**src/rtl/cmd_sequencer.sv**
```systemverilog
// Command sequencer: accepts 16-bit commands from the UART wrapper, runs calibration,
// square-counted moves or tour starts, and answers with an ACK/NAK byte.
module cmd_sequencer #(
    parameter logic [7:0]  ACK   = 8'hA5,
    parameter logic [7:0]  NAK   = 8'h5A,
    parameter int unsigned TMO_W = 20
) (
    input  logic        clk,
    input  logic        rst_n,
    input  logic        cmd_rdy,
    input  logic [15:0] cmd,
    output logic        clr_cmd_rdy,
    output logic        trmt,
    output logic [7:0]  resp,
    input  logic        tx_done,
    output logic        strt_cal,
    input  logic        cal_done,
    output logic [7:0]  heading,
    output logic        move_en,
    input  logic        sq_done,
    output logic        tour_go,
    output logic [7:0]  tour_pos,
    output logic        busy
);

    typedef enum logic [1:0] {IDLE, CAL, MOVE, TXW} state_t;

    state_t             state;
    logic [15:0]        cmd_q;
    logic               dec_pend;
    logic [3:0]         sq_cnt;
    logic [3:0]         target;
    logic [TMO_W-1:0]   wdog;
    logic [TMO_W-1:0]   wdog_nxt;
    logic [3:0]         sq_cnt_nxt;
    logic               wdog_exp;

    // Expiry flags the cycle that would bring the count to all-ones, so the
    // timeout spans exactly 2^TMO_W-1 cycles including the first one in state.
    always_comb begin
        wdog_nxt   = wdog + TMO_W'(1);
        sq_cnt_nxt = sq_cnt + 4'd1;
        wdog_exp   = (wdog_nxt == '1);
    end

    always_ff @(posedge clk or negedge rst_n) begin
        if (!rst_n) begin
            state       <= IDLE;
            cmd_q       <= '0;
            dec_pend    <= 1'b0;
            sq_cnt      <= '0;
            target      <= '0;
            wdog        <= '0;
            clr_cmd_rdy <= 1'b0;
            trmt        <= 1'b0;
            resp        <= '0;
            strt_cal    <= 1'b0;
            heading     <= '0;
            move_en     <= 1'b0;
            tour_go     <= 1'b0;
            tour_pos    <= '0;
            busy        <= 1'b0;
        end else begin
            clr_cmd_rdy <= 1'b0;
            trmt        <= 1'b0;
            strt_cal    <= 1'b0;
            tour_go     <= 1'b0;
            case (state)
                IDLE: begin
                    busy <= 1'b0;
                    if (dec_pend) begin
                        // Decode the latched copy one cycle after acceptance.
                        dec_pend <= 1'b0;
                        busy     <= 1'b1;
                        wdog     <= '0;
                        case (cmd_q[15:12])
                            4'h2: begin
                                strt_cal <= 1'b1;
                                state    <= CAL;
                            end
                            4'h4: begin
                                heading <= cmd_q[11:4];
                                sq_cnt  <= '0;
                                target  <= cmd_q[3:0];
                                if (cmd_q[3:0] == 4'd0) begin
                                    resp  <= ACK;
                                    trmt  <= 1'b1;
                                    state <= TXW;
                                end else begin
                                    move_en <= 1'b1;
                                    state   <= MOVE;
                                end
                            end
                            4'h6: begin
                                tour_pos <= cmd_q[7:0];
                                tour_go  <= 1'b1;
                            end
                            default: begin
                                resp  <= NAK;
                                trmt  <= 1'b1;
                                state <= TXW;
                            end
                        endcase
                    end else if (cmd_rdy) begin
                        clr_cmd_rdy <= 1'b1;
                        cmd_q       <= cmd;
                        dec_pend    <= 1'b1;
                    end
                end
                CAL: begin
                    if (cal_done) begin
                        resp  <= ACK;
                        trmt  <= 1'b1;
                        state <= TXW;
                    end else if (wdog_exp) begin
                        resp  <= NAK;
                        trmt  <= 1'b1;
                        state <= TXW;
                    end else begin
                        wdog <= wdog_nxt;
                    end
                end
                MOVE: begin
                    if (sq_done && (sq_cnt_nxt == target)) begin
                        move_en <= 1'b0;
                        resp    <= ACK;
                        trmt    <= 1'b1;
                        state   <= TXW;
                    end else if (wdog_exp) begin
                        move_en <= 1'b0;
                        resp    <= NAK;
                        trmt    <= 1'b1;
                        state   <= TXW;
                    end else begin
                        wdog <= wdog_nxt;
                        if (sq_done) sq_cnt <= sq_cnt_nxt;
                    end
                end
                TXW: begin
                    if (tx_done && !trmt) begin
                        state <= IDLE;
                        busy  <= 1'b0;
                    end
                end
                default: state <= IDLE;
            endcase
        end
    end

endmodule

```
**config.mk**
```make
export PLATFORM = sky130hd
export DESIGN_NAME = cmd_sequencer
export DESIGN_NICKNAME = d
export VERILOG_FILES = /design/src/rtl/cmd_sequencer.sv
export SDC_FILE = /design/constraint.sdc
export NUM_CORES = 1
export LEC_CHECK = 0
export ABC_AREA = 1
export BUFFER_PORTS_ARGS = -buffer_cell sky130_fd_sc_hd__buf_2
export CAP_MARGIN = 20
export CORE_MARGIN = 2
export CORE_UTILIZATION = 52
export CTS_BUF_LIST = sky130_fd_sc_hd__clkbuf_4 sky130_fd_sc_hd__clkbuf_8 sky130_fd_sc_hd__clkbuf_16
export DETAILED_ROUTE_END_ITERATION = 16
export GPL_ROUTABILITY_DRIVEN = 0
export HOLD_SLACK_MARGIN = 0.08
export PLACE_DENSITY = 0.8
export SLEW_MARGIN = 20
export SYNTH_ARGS = -nofsm -noshare
export SYNTH_HDL_FRONTEND = slang
export SYNTH_SLANG_ARGS = --single-unit
```
**constraint.sdc**
```tcl
create_clock -name clk -period 2.1 [get_ports clk]
set_clock_uncertainty 0.05 [all_clocks]
set_input_delay 0.525 -clock clk [delete_from_list [all_inputs] [get_ports clk]]
set_output_delay 0.525 -clock clk [all_outputs]
set_load 0.01 [all_outputs]
```
==> results_dict.tcl, run 1 <==
set metrics [dict create \
    synth-edff-count 0 \
    hold_class "input pin to register" \
    placeableCoreArea_um2 7610 \
    p_comb_share_pct 49.9 \
    post-route-drc-count 0 \
    finalMaxSlewViolations 0 \
    synth.ff_latch_count 77 \
    layout_common_cells "sky130_fd_sc_hd__nand2_1, sky130_fd_sc_hd__dfrtp_1, sky130_fd_sc_hd__inv_1, sky130_fd_sc_hd__buf_2, sky130_fd_sc_hd__o21ai_0" \
    ys_warn_count 0 \
    placement.setup.worst_slack_ns -0.0814 \
    area_growth_pct 27.8 \
    crit_path_end_kind "register" \
    mappedNetlistNets 535 \
    cell_rows 32 \
    totalNegativeSetupSlack_ns -4.63 \
    postSynthCellCount 506 \
    cts-root-to-sink-buffers 2 \
    setup_viol 36 \
    critical_path.max_fanout 8 \
    total_power_w 0.00671 \
    timing.critical_path.required_ns 2.30 \
    antenna-diode-count 0 \
    most_common_cell_after_layout_fill_and_taps_aside "sky130_fd_sc_hd__nand2_1" \
    layout-drive-gt1-share_pct 29.5 \
    dr.first_iter.drc_count 187 \
    number_of_nets_with_antenna_violations_after_detailed_routing 0 \
    initial_core_util_pct 52.8 \
    initial_drt_pass_iterations 5 \
    run_status "finished, violations left" \
    cts_tree "yes" \
    worstMarginPinSlew_ns 0.446 \
    globalRoute.totalOverflow 0 \
    port-buffer-count 51 \
    antenna_found_initial 0 \
    floorplan.io_pins 52 \
    ir_drop_mv 0.900 \
    switching_share_pct 42.4 \
    total_clock_buffers_created_by_cts 9 \
    synth_ff_type "sky130_fd_sc_hd__dfrtp_1" \
    maxCapViolations 0 \
    power.leakage_nw 2.39 \
    final_period_minus_worst_setup_slack_ns 2.27 \
    h_tree_depth 3 \
    wl_per_cell_um 14.7 \
    worst_setup_path_start_kind "register" \
    max-slew-margin-rel_pct 70.0 \
    die-width_um 91.9 \
    largest_net_degree_at_the_start_of_global_routing 50 \
    yosysSeqAreaShare_pct 48.0 \
    grt_pass1_wl_um 15800 \
    p_sw_w 0.00285 \
    layout_worst_path_cycle_share_pct 108 \
    cts_root_buffer "sky130_fd_sc_hd__clkbuf_8" \
    internal-power_w 0.00386 \
    clock_power_share_pct 17.4 \
    timing.critical_path.arrival_ns 2.47 \
    grt_usage_pct 23.4 \
    drt-vias-per-instance 5.37 \
    cts.clk_slew.worst_paths_ns 0.09 \
    reg_power_share_pct 32.6 \
    num_vias 3712 \
    netlist-cell-type-count 33 \
    p_per_area_nw_per_um2 1310 \
    violated_checks "negative setup slack" \
    fmax_mhz 441 \
    cts.sink_count 77 \
    via_count_of_the_first_global_routing_pass 3557 \
    detail_route.wirelength_um 10200 \
    regToRegSetupSlack_ns -0.17 \
    critPathKind "register to register" \
    nets 613 \
    die_y_um 91.9 \
    mappedNetlistArea_um2 4020 \
    rsz0062_at_grt "yes" \
    worstSkewPairLatency_ns 0.36 \
    postLayoutSetupSlackWorst_ns -0.167 \
    synthesis.area_per_instance_um2 7.94 \
    final-hold-violation-count 0 \
    die_area_um2 8450 \
    place_hpwl_um 6250 \
    synth-async-reset-ratio_pct 100 \
]
## layout make-up
| type | instances | area [um^2] |
|---|---|---|
| timing repair buffer | 79 | 581 |
| tap | 102 | 128 |
| inverter | 55 | 209 |
| multi-input combinational | 362 | 2080 |
| sequential | 77 | 1930 |
| clock buffer | 9 | 124 |
| clock inverter | 7 | 78.8 |
| fill | 569 | 2470 |
## Yosys cell counts (2+ instances only)
| cell | instances | area [um^2] |
|---|---|---|
| sky130_fd_sc_hd__o21ai_1 | 11 | 55.1 |
| sky130_fd_sc_hd__o21ai_2 | 10 | 87.6 |
| sky130_fd_sc_hd__o21ai_0 | 46 | 230 |
| sky130_fd_sc_hd__inv_1 | 54 | 203 |
| sky130_fd_sc_hd__clkbuf_1 | 9 | 33.8 |
| sky130_fd_sc_hd__xnor2_1 | 5 | 43.8 |
| sky130_fd_sc_hd__nand4_1 | 6 | 37.5 |
| sky130_fd_sc_hd__nand3_1 | 25 | 125 |
| sky130_fd_sc_hd__or2_2 | 2 | 12.5 |
| sky130_fd_sc_hd__ha_1 | 7 | 87.6 |
| sky130_fd_sc_hd__o21a_1 | 2 | 15.0 |
| sky130_fd_sc_hd__nor2_4 | 6 | 67.6 |
| sky130_fd_sc_hd__a22oi_1 | 4 | 30.0 |
| sky130_fd_sc_hd__nand3b_1 | 2 | 15.0 |
| sky130_fd_sc_hd__nor4_1 | 2 | 12.5 |
| sky130_fd_sc_hd__dfrtp_1 | 77 | 1930 |
| sky130_fd_sc_hd__nor2_1 | 38 | 143 |
| sky130_fd_sc_hd__xor2_1 | 3 | 26.3 |
| sky130_fd_sc_hd__nand3_2 | 3 | 30.0 |
| sky130_fd_sc_hd__buf_6 | 3 | 33.8 |
| sky130_fd_sc_hd__o22ai_1 | 2 | 12.5 |
| sky130_fd_sc_hd__nand2_2 | 4 | 25.0 |
| sky130_fd_sc_hd__nand2_1 | 165 | 619 |
| sky130_fd_sc_hd__a21oi_1 | 10 | 50.1 |
| sky130_fd_sc_hd__o21bai_1 | 2 | 15.0 |
## worst max-delay path: stages, from the launching register on
cell	delay (ns)
sky130_fd_sc_hd__dfrtp_1	0.41
sky130_fd_sc_hd__ha_4	0.19
sky130_fd_sc_hd__nand2_4	0.06
sky130_fd_sc_hd__nor2_4	0.19
sky130_fd_sc_hd__nand2_2	0.10
sky130_fd_sc_hd__nor2_1	0.10
sky130_fd_sc_hd__nand2_1	0.08
sky130_fd_sc_hd__nand2_2	0.10
sky130_fd_sc_hd__nand3_2	0.10
sky130_fd_sc_hd__nor2_4	0.21
sky130_fd_sc_hd__nand4_4	0.16
sky130_fd_sc_hd__nand2_8	0.17
sky130_fd_sc_hd__clkbuf_16	0.18
sky130_fd_sc_hd__o21ai_2	0.05
## timing repair
item | 4_1_cts | 5_1_grt
endpoints found under the hold margin | 28 | 0
pin swaps | 11 | 20
gates cloned | 2 | 3
gates resized for setup | 20 | 53
setup buffers | 6 | 4
setup endpoints to repair | 29 | 36
hold buffers | 1 | 0
## final timing paths
| path | startpoint | cells past startpoint | end |
|---|---|---|---|
| worst max register to register | wdog[0] | 13 | wdog[16] |
| worst min-delay path | cmd[7] | 3 | cmd_q[7] |
| max in group asynchronous | rst_n | 3 | sq_cnt[3] |
| min in group asynchronous | rst_n | 2 | wdog[13] |
| worst min register to register | tour_pos[4] | 2 | tour_pos[4] |
| worst max-delay path | wdog[0] | 13 | wdog[16] |
## stage by stage
| stage | instances | utilization, % | hold slack [ns] | instance area [um^2] |
|---|---|---|---|---|
| 5_1_grt | 691 | 67.5 | 0.320 | 5140 |
| 6_report | 691 | 67.5 | 0.315 | 5140 |
| 3_3_place_gp | 661 | 59.0 | 0.411 | 4490 |
| 4_1_cts | 686 | 64.1 | 0.304 | 4880 |
| 2_1_floorplan | 506 | - | 0.179 | 4020 |
| 3_5_place_dp | 661 | 59.0 | 0.418 | 4490 |
## power groups by stage
| stage | registers [W] | clock network, W | logic (W) |
|---|---|---|---|
| 6_report | 0.00219 | 0.00117 | 0.00335 |
| 5_1_grt | 0.00224 | 0.00125 | 0.00367 |
| 4_1_cts | 0.00217 | 0.00119 | 0.00296 |
| 3_5_place_dp | 0.00219 | 0 | 0.00256 |
| 3_3_place_gp | 0.00217 | 0 | 0.00250 |
| 2_1_floorplan | 0.00226 | 0 | 0.00163 |
## metal layers
layer  vias to the layer above  wire length, um  GRT usage, %
met3                        21              458          4.93
li1                       1788                -             -
met1                      1785             4310          29.6
met5                         -                0             0
met4                         0              212          11.1
met2                       118             5170          38.4
## sequential cells by signal (all words and copies together) (netlist names)
name / count
resp: 8
state: 2
strt_cal: 1
wdog: 20
dec_pend: 1
busy: 1
tour_pos: 8
move_en: 1
clr_cmd_rdy: 1
sq_cnt: 4
tour_go: 1
cmd_q: 16
target: 4
heading: 8
trmt: 1
## logic make-up after synthesis
group	share of synthesized area, %
AND/OR/NAND/NOR	28.6
buffers and inverters	7.01
AO/OA/AOI/OAI	12.5
flip-flops	48.0
XOR/XNOR	1.74
adder cells (fa/ha/maj)	2.18
Power figures use the tool's default switching activity.
==> run 2: changes to the inputs <==
--- a/config.mk
+++ b/config.mk
@@ -5,7 +5,7 @@
 export SDC_FILE = /design/constraint.sdc
 export NUM_CORES = 1
 export LEC_CHECK = 0
-export ABC_AREA = 1
+export ABC_AREA = 0
 export BUFFER_PORTS_ARGS = -buffer_cell sky130_fd_sc_hd__buf_2
 export CAP_MARGIN = 20
 export CORE_MARGIN = 2
==> run 2 against run 1 <==
  * The run still ends with negative setup slack left
  * Combinational power increased by 9.9%
  * Wire length grew 0.44%
  * Largest cell class unchanged
  * Sequential share of layout area is 0.67 points lower
  * Synthesized cell count fell by 19%
==> results_dict.tcl, run 2 <==
set metrics [dict create \
    cell_rows 32 \
    leading_cell_types_by_count_after_synthesis "sky130_fd_sc_hd__dfrtp_1, sky130_fd_sc_hd__nand2_1, sky130_fd_sc_hd__o21ai_0" \
    reg_top3 "wdog: 20 flops, cmd_q: 16 flops" \
    synth_compound_area_share_pct 18.5 \
    drt-vias-per-instance 5.78 \
    synth.area.mux_share_pct 7.08 \
    rsz0062_at_grt "yes" \
    max-slew-margin-rel_pct 62.1 \
    hold_class "input pin to register" \
    cts.clk_slew.worst_paths_ns 0.08 \
    grt_usage_pct 24.6 \
    synth-adder-area-share_pct 2.14 \
    cts_tree "yes" \
    ir_drop_mv 0.947 \
    area_growth_pct 27.6 \
    finalMaxSlewViolations 0 \
    p_per_area_nw_per_um2 1440 \
    yosysSeqAreaShare_pct 47.0 \
    cp_top_family "compound AO/OA/AOI/OAI gates" \
    clock_power_share_pct 18.6 \
    synthesis.area_per_instance_um2 9.95 \
    largest_register_ffs 20 \
    synth_top_cell_area_share_pct 47.0 \
    post_dp_cell_area_um2 4800 \
    cpMaxStageDelayCell "sky130_fd_sc_hd__dfrtp_2" \
    critical_path.most_common_cell "sky130_fd_sc_hd__buf_4" \
    nets 541 \
    most_common_cell_after_layout_fill_and_taps_aside "sky130_fd_sc_hd__dfrtp_1" \
    main_combinational_cell_family_by_area_after_synthesis "simple AND/OR/NAND/NOR gates" \
    internal-power_w 0.00459 \
    crit_path_end_kind "register" \
    worstSkewPairLatency_ns 0.35 \
    number_of_nets_with_antenna_violations_after_detailed_routing 0 \
    worst_path_largest_cell_delay_ns 0.44 \
    timing.critical_path.required_ns 2.28 \
    initial_core_util_pct 53.3 \
    final-seq-area_um2 1930 \
    floorplan.io_pins 52 \
    antenna-diode-count 0 \
    globalRoute.totalOverflow 0 \
    detail_route.wirelength_um 10200 \
    power.leakage_nw 2.48 \
    ranking_of_synthesized_cells_by_area "sky130_fd_sc_hd__dfrtp_1, sky130_fd_sc_hd__mux2_2, sky130_fd_sc_hd__nand2_1" \
    p_comb_share_pct 49.0 \
    path_buf_inv 2 \
    layout_worst_path_cycle_share_pct 104 \
    num_vias 3576 \
    mappedNetlistNets 441 \
    die_area_um2 8610 \
    synth-async-reset-ratio_pct 100 \
    totalNegativeSetupSlack_ns -1.08 \
    cts-root-to-sink-buffers 2 \
    die-width_um 92.8 \
    critPathKind "register to register" \
    cts_root_buffer "sky130_fd_sc_hd__clkbuf_8" \
    post-route-drc-count 0 \
    die_y_um 92.8 \
    worst_setup_path_start_kind "register" \
    maxCapViolations 0 \
    switching_share_pct 39.0 \
    top_register "wdog" \
    multi_input_area_um2 2150 \
    ys_warn_count 0 \
    critical_path.max_fanout 8 \
    place_hpwl_um 6920 \
    grt_pass1_wl_um 16900 \
    p_sw_w 0.00293 \
    worstMarginPinSlew_ns 0.561 \
    synth_xor_area_share_pct 2.44 \
    total_power_w 0.00752 \
    layout-drive-gt1-share_pct 36.9 \
    reg_power_share_pct 32.4 \
    antenna_found_initial 0 \
    synth_largest_area_cell "sky130_fd_sc_hd__dfrtp_1" \
    total_clock_buffers_created_by_cts 9 \
    setup_viol 20 \
    netlist-cell-type-count 67 \
    worstPathCellList "buf_4 -> and4_1 -> a32o_1 -> o221a_2 -> o2111ai_4 -> buf_4 -> o21ai_2 -> o31a_1" \
    final-hold-violation-count 0 \
    synth.ff_latch_count 77 \
    fmax_mhz 456 \
    run_status "finished, violations left" \
    wl_per_cell_um 16.5 \
    timing.critical_path.arrival_ns 2.37 \
    placeableCoreArea_um2 7690 \
    synth_simple_gate_area_share_pct 18.9 \
    mappedNetlistArea_um2 4100 \
    h_tree_depth 3 \
    via_count_of_the_first_global_routing_pass 3577 \
    violated_checks "negative setup slack" \
    postLayoutSetupSlackWorst_ns -0.0926 \
    initial_drt_pass_iterations 4 \
    dr.first_iter.drc_count 172 \
    synth-edff-count 0 \
    synth_ff_type "sky130_fd_sc_hd__dfrtp_1" \
    final.fill_count 581 \
    largest_net_degree_at_the_start_of_global_routing 39 \
    cts.sink_count 77 \
    yosys.cell_count.top_type "sky130_fd_sc_hd__dfrtp_1" \
    post-route-cell-area_um2 5230 \
    final_period_minus_worst_setup_slack_ns 2.19 \
    postSynthCellCount 412 \
    port-buffer-count 51 \
    utilization_pct 68.0 \
    layout_common_cells "sky130_fd_sc_hd__dfrtp_1, sky130_fd_sc_hd__nand2_1, sky130_fd_sc_hd__buf_4, sky130_fd_sc_hd__buf_2" \
]
-- run 2: cell count changes in the layout (fill, tap and decap cells not counted), moves of 15 or more --
cell                      previous run  this run
sky130_fd_sc_hd__buf_4              20        51
sky130_fd_sc_hd__nor2_1             34        19
sky130_fd_sc_hd__o21ai_0            41        24
sky130_fd_sc_hd__nand2_1           146        68
sky130_fd_sc_hd__mux2_2              0        24
sky130_fd_sc_hd__o21ai_2            18         2
sky130_fd_sc_hd__inv_1              54        12
sky130_fd_sc_hd__nand2_2            17         2
-- run 2: worst reg2reg max path, cell delays in order (launching register included) --
cell                        delay (ns)
sky130_fd_sc_hd__dfrtp_2          0.44
sky130_fd_sc_hd__buf_4            0.16
sky130_fd_sc_hd__and4_1           0.17
sky130_fd_sc_hd__a32o_1           0.26
sky130_fd_sc_hd__o221a_2          0.31
sky130_fd_sc_hd__o2111ai_4        0.17
sky130_fd_sc_hd__buf_4            0.19
sky130_fd_sc_hd__o21ai_2          0.05
sky130_fd_sc_hd__o31a_1           0.27
-- run 2: layer usage --
metal  global-route usage (%)  wire (um)
met4                     9.31        102
met5                        0          0
met2                     41.2       5200
met1                     30.6       4360
met3                     6.18        530
-- run 2: final timing paths --
kind,start,end,slack (ns),cells after the start
max in group asynchronous,rst_n,resp[1],0.86,3
worst min register to register,cmd_q[9],heading[5],0.43,2
worst max register to register,wdog[0],state[0],-0.09,8
min in group asynchronous,rst_n,wdog[13],0.59,2
worst max-delay path,wdog[0],state[0],-0.09,8
worst min-delay path,cmd[15],cmd_q[15],0.35,2
-- run 2: power by group through the flow --
stage / logic, W / registers, W / clock network, W
6_report: 0.00368 / 0.00244 / 0.00140
5_1_grt: 0.00406 / 0.00250 / 0.00148
4_1_cts: 0.00363 / 0.00242 / 0.00142
3_5_place_dp: 0.00346 / 0.00243 / 0
3_3_place_gp: 0.00332 / 0.00241 / 0
2_1_floorplan: 0.00220 / 0.00247 / 0
-- run 2: layout make-up --
type / instances / share of cell area (%)
repair buffers: 107 / 13.7
well taps: 102 / 2.44
multi-input cells: 304 / 41.1
flip-flops and latches: 77 / 36.9
clock inverters: 5 / 2.06
clock buffers: 11 / 2.78
inverters: 13 / 0.933
-- run 2: stage by stage --
step	worst slack, ns	instances	hold slack (ns)
final	-0.0926	619	0.351
after global routing	-0.259	619	0.345
after CTS	-0.0472	616	0.336
after detailed placement	-0.176	597	0.410
after global placement	-0.0890	597	0.398
after floorplan	-0.0787	412	0.179
-- run 2: cell families (layout without fill, tap and decap cells) --
kind of cell / after synthesis / after routing
buf+inv: 31 / 136
flops: 77 / 77
simple gates: 150 / 150
mux: 26 / 26
compound gates: 112 / 112
xor+xnor: 9 / 9
fa+ha+maj: 7 / 7
-- run 2: what timing repair did --
item,4_1_cts,5_1_grt
buffers inserted,2,3
gates resized for setup,17,13
hold buffers,1,0
hold endpoints to repair,24,0
pin swaps,8,3
endpoints found under the setup margin,31,36
